<file path="src/rtl/branch_predictor.sv">
// Direct-mapped branch target buffer with 2-bit saturating direction counters,
// EX-stage mispredict/redirect generation and saturating branch statistics.
module branch_predictor #(
    parameter int XLEN    = 32,
    parameter int ENTRIES = 16,
    parameter int IDX_W   = $clog2(ENTRIES)
) (
    input  logic            clk,
    input  logic            rst_n,
    input  logic [XLEN-1:0] if_pc,
    output logic            pred_taken,
    output logic [XLEN-1:0] pred_target,
    input  logic            upd_valid,
    input  logic [XLEN-1:0] upd_pc,
    input  logic            upd_taken,
    input  logic [XLEN-1:0] upd_target,
    input  logic            upd_pred_taken,
    input  logic [XLEN-1:0] upd_pred_target,
    output logic            mispredict,
    output logic [XLEN-1:0] redirect_pc,
    output logic [31:0]     stat_branches,
    output logic [31:0]     stat_mispredicts
);
    localparam int          TAG_W    = XLEN - IDX_W - 2;
    localparam logic [31:0] STAT_MAX = 32'hFFFF_FFFF;

    logic             r_valid  [ENTRIES];
    logic [TAG_W-1:0] r_tag    [ENTRIES];
    logic [XLEN-1:0]  r_target [ENTRIES];
    logic [1:0]       r_ctr    [ENTRIES];
    logic [31:0]      r_statBranches;
    logic [31:0]      r_statMispredicts;

    logic [IDX_W-1:0] w_ifIdx;
    logic [IDX_W-1:0] w_updIdx;
    logic [TAG_W-1:0] w_ifTag;
    logic [TAG_W-1:0] w_updTag;
    logic             w_ifHit;
    logic             w_updHit;
    logic             w_mispredict;
    logic [1:0]       w_unusedPcBits;

    // Instructions are word aligned, so the byte offset never selects an entry.
    assign w_unusedPcBits = if_pc[1:0];

    assign w_ifIdx  = if_pc[IDX_W+1:2];
    assign w_ifTag  = if_pc[XLEN-1:IDX_W+2];
    assign w_updIdx = upd_pc[IDX_W+1:2];
    assign w_updTag = upd_pc[XLEN-1:IDX_W+2];

    assign w_ifHit  = r_valid[w_ifIdx] && (r_tag[w_ifIdx] == w_ifTag);
    assign w_updHit = r_valid[w_updIdx] && (r_tag[w_updIdx] == w_updTag);

    assign pred_taken  = w_ifHit && r_ctr[w_ifIdx][1];
    assign pred_target = pred_taken ? r_target[w_ifIdx] : '0;

    assign w_mispredict = upd_valid &&
                          ((upd_taken != upd_pred_taken) ||
                           (upd_taken && (upd_target != upd_pred_target)));
    assign mispredict   = w_mispredict;
    assign redirect_pc  = !w_mispredict ? '0 :
                          upd_taken     ? upd_target :
                                          upd_pc + XLEN'(4);

    // Tags and targets carry no reset; an entry is only trusted once valid is set.
    always_ff @(posedge clk) begin
        if (!rst_n) begin
            for (int i = 0; i < ENTRIES; i++) begin
                r_valid[i] <= 1'b0;
                r_ctr[i]   <= 2'b01;
            end
        end else if (upd_valid) begin
            if (w_updHit) begin
                if (upd_taken) begin
                    if (r_ctr[w_updIdx] != 2'b11) begin
                        r_ctr[w_updIdx] <= r_ctr[w_updIdx] + 2'd1;
                    end
                    r_target[w_updIdx] <= upd_target;
                end else if (r_ctr[w_updIdx] != 2'b00) begin
                    r_ctr[w_updIdx] <= r_ctr[w_updIdx] - 2'd1;
                end
            end else if (upd_taken) begin
                r_valid[w_updIdx]  <= 1'b1;
                r_tag[w_updIdx]    <= w_updTag;
                r_target[w_updIdx] <= upd_target;
                r_ctr[w_updIdx]    <= 2'b10;
            end
        end
    end

    always_ff @(posedge clk) begin
        if (!rst_n) begin
            r_statBranches    <= '0;
            r_statMispredicts <= '0;
        end else begin
            if (upd_valid && (r_statBranches != STAT_MAX)) begin
                r_statBranches <= r_statBranches + 32'd1;
            end
            if (w_mispredict && (r_statMispredicts != STAT_MAX)) begin
                r_statMispredicts <= r_statMispredicts + 32'd1;
            end
        end
    end

    assign stat_branches    = r_statBranches;
    assign stat_mispredicts = r_statMispredicts;

endmodule

</file>
<file path="config.mk">
export PLATFORM = sky130hd
export DESIGN_NAME = branch_predictor
export DESIGN_NICKNAME = d
export VERILOG_FILES = /design/src/rtl/branch_predictor.sv
export SDC_FILE = /design/constraint.sdc
export NUM_CORES = 1
export LEC_CHECK = 0
export ABC_CLOCK_PERIOD_IN_PS = 14950
export CORE_ASPECT_RATIO = 0.7
export CORE_UTILIZATION = 40
export CTS_CLUSTER_SIZE = 10
export DETAILED_ROUTE_END_ITERATION = 16
export PLACE_DENSITY_LB_ADDON = 0.12
export REMOVE_ABC_BUFFERS = 1
export SETUP_SLACK_MARGIN = 0.2
export SLEW_MARGIN = 30
export SYNTH_ARGS = -nofsm -noshare
export SYNTH_HDL_FRONTEND = slang
export SYNTH_SLANG_ARGS = --single-unit
</file>
<file path="constraint.sdc">
create_clock -name clk -period 14.95 [get_ports clk]
set_input_delay 4.485 -clock clk [delete_from_list [all_inputs] [get_ports clk]]
set_output_delay 4.485 -clock clk [all_outputs]
set_load 0.01 [all_outputs]
</file>
==> flow_metrics.py <==
metrics = {
    "run_status": {
        "status": "finished clean",
    },
    "routing": {
        "drt_iter0_markers": 2954,
        "dr.pass1.iters": 5,
        "wl_per_cell_um": 31.1,
        "wirelength_um": 141000,
        "via_count": 27000,
        "viasPerCell": 5.99,
        "drc": 0,
        "ant_nets": 0,
    },
    "clocking": {
        "cts-hold-fix-buffers": 0,
        "cts.sinks": 1040,
        "cts-root-buf": "clkbuf_16",
        "insertion_delay_ns": 0.74,
        "h-tree-depth": 3,
        "cts_tree": "yes",
        "clock_path_buffers": 3,
        "cts_made_buffers": 115,
        "clkTransAtPathRegs_ns": 0.06,
        "cts.repair.resized": 0,
        "post_cts_buffers": 0,
    },
    "timing": {
        "hold_slack_ns": 0.479,
        "finalClockSkew_ns": 0.0602,
        "worst_pin_slew_ns": 0.969,
        "finalSetupViolCount": 0,
        "rsz0062_at_grt": "no",
        "fin_crit_ns": 13.56,
        "timing.final.crit_share": 0.907,
        "final.setup.worst_slack_ns": 1.39,
        "setup_tns_ns": 0,
        "fmax_mhz": 73.8,
        "hold_viol": 0,
        "slew_violations": 0,
        "slew_headroom": 0.349,
    },
    "yosys": {
        "syn_inst": 2629,
        "synthArstFlopShare": 0,
        "synth.distinct_cells": 69,
        "yosys.area.top_type": "edfxtp_1",
        "synth_area_leaders": "edfxtp_1 62%, mux4_2 18%, dfxtp_1 3.4%",
        "synth_ff_type": "edfxtp_1",
        "synth_seq_cells": 1040,
        "synth-seq-area-share": 0.655,
        "ys_warn_count": 0,
        "syn_area_per_cell_um2": 17.7,
        "synth_top_cell_area_share": 0.620,
        "synth-edff-count": 960,
        "synth.cell_area_um2": 46500,
    },
    "critical_path": {
        "r2r-end": "r_tag[9][24]$_DFFE_PP_",
        "critPathArrivalTime_ns": 9.07,
        "cp-end-kind": "primary output",
        "cp_data_required_time_ns": 10.47,
        "cp-start-kind": "input port",
        "critical_path.max_fanout": 16,
        "crit_start": "upd_pc[9]",
        "r2r_cells": 10,
        "timing.reg2reg.setup_slack_ns": 10.45,
        "r2r_start": "r_tag[7][4]$_DFFE_PP_",
        "crit_type": "in2out",
    },
    "cells_and_area": {
        "area_growth_pct": 17.3,
        "n_antenna_cell": 0,
        "register_area_um2": 30400,
        "layout-drive-gt1-share": 0.225,
        "utilization": 0.474,
        "final_common_cell": "edfxtp_1",
        "n_fill_cell": 9753,
        "multi_input_comb_area_um2": 15500,
        "nets": 3066,
        "layout_common_cells": "960 x edfxtp_1, 375 x mux4_2, 251 x clkdlybuf4s50_1, 115 x clkbuf_16, 112 x nor2_1",
    },
    "floorplan": {
        "die_w_um": 409,
        "fp-row-count": 104,
        "core_um2": 115000,
        "die_y_um": 287,
        "die_area_um2": 118000,
        "start_util": 0.404,
        "io_pins": 263,
    },
    "placed_design": {
        "dp_hpwl_um": 83100,
        "gp_congestion": 0.834,
        "io_buffers": 260,
        "dp_slack_ns": 1.50,
    },
    "hold_path": {
        "whs_path_depth": 2,
        "hold_path_class": "reg2reg",
        "hp-start": "r_valid[14]$_DFF_P_",
        "whs_endpoint": "r_valid[14]$_DFF_P_",
    },
    "pwr": {
        "peakVddDrop_mv": 0.0943,
        "p_per_area_nw_per_um2": 115,
        "report.power.total_w": 0.00625,
        "leakage_nw": 17.2,
    },
    "grt": {
        "grt_pass1_wl_um": 199000,
        "globalRouteTotalUtil": 0.238,
        "first_global_vias": 27500,
        "grt-ovfl-total": 0,
        "antenna_found_initial": 5,
        "grt_max_degree": 65,
    },
    "flow_run": {
        "drv_cap": 0,
    },
}
## area by class of cell
type                    instances  area share
flip-flops and latches       1040       0.558
inverters                      18     0.00124
clock inverters                12     0.00369
repair buffers                361      0.0627
multi-input cells            1391       0.284
clock buffers                 155      0.0555
well taps                    1537      0.0353
## how the worst max path moves through the flow
stage | endpoint | slack (ns) | cells past startpoint
final | redirect_pc[27] | 1.39 | 10
after global routing | pred_target[14] | 1.17 | 12
after CTS | pred_target[7] | 1.50 | 12
after detailed placement | pred_target[7] | 1.50 | 12
after global placement | pred_target[25] | 1.51 | 11
after floorplan | pred_target[0] | 3.36 | 7
## per-layer routing
metal	global-route usage	vias up	wire length (um)
met3	0.0643	175	12600
met5	0	-	0
li1	-	11300	-
met1	0.344	14400	61200
met2	0.362	1156	64000
met4	0.0495	0	2720
## synthesized netlist by cell type, drive strengths merged, types with 16 or more instances
cell type / n
dfxtp: 80
a22oi: 25
mux2i: 108
and3: 23
or3: 19
nand4: 31
nor4: 20
xnor2: 71
clkbuf: 113
mux4: 375
nor2: 144
o21ai: 43
xor2: 89
edfxtp: 960
nor2b: 43
a31oi: 16
a21oi: 53
nand2: 104
o31ai: 26
nand3: 62
buf: 67
## worst max-delay path: stages
cell and delay, ns:
clkdlybuf4s50_1 0.95, nand3_1 0.19, nor4_1 0.58, nand3_1 0.43
nor2_1 0.46, nand2_1 0.13, xnor2_1 0.22, nor2_1 0.13
nor3_1 0.78, clkdlybuf4s50_1 0.69
## state kept, by name (all words and copies together), names as in the netlist
name              cells
r_ctr                32
r_tag               416
r_target            512
r_valid              16
stat_branches        32
stat_mispredicts     32
## logic make-up (layout without fill, tap and decap cells)
kind of cell / Yosys count / after routing / synth area share
AOI/OAI and AO/OA: 221 / 221 / 0.0318
buffers and inverters: 198 / 546 / 0.0187
xor gates and xnor gates: 160 / 160 / 0.0302
muxes: 493 / 493 / 0.207
and+or+nand+nor: 511 / 511 / 0.0555
DFF: 1040 / 1040 / 0.655
adders and majority gates: 6 / 6 / 0.00162
## through the flow
stage	instance area [um2]	instances
after global routing	54500	4514
after floorplan	45700	2449
final	54500	4514
after global placement	51300	4346
after CTS	54500	4513
after detailed placement	51300	4346
## power by group
| part | internal, W | switching (W) | leakage (nW) |
|---|---|---|---|
| logic | 0.000215 | 0.000294 | 6.33 |
| clock network | 0.00140 | 0.00113 | 1.55 |
| registers | 0.00320 | 0.00000911 | 9.33 |
Power figures use the tool's default switching activity.
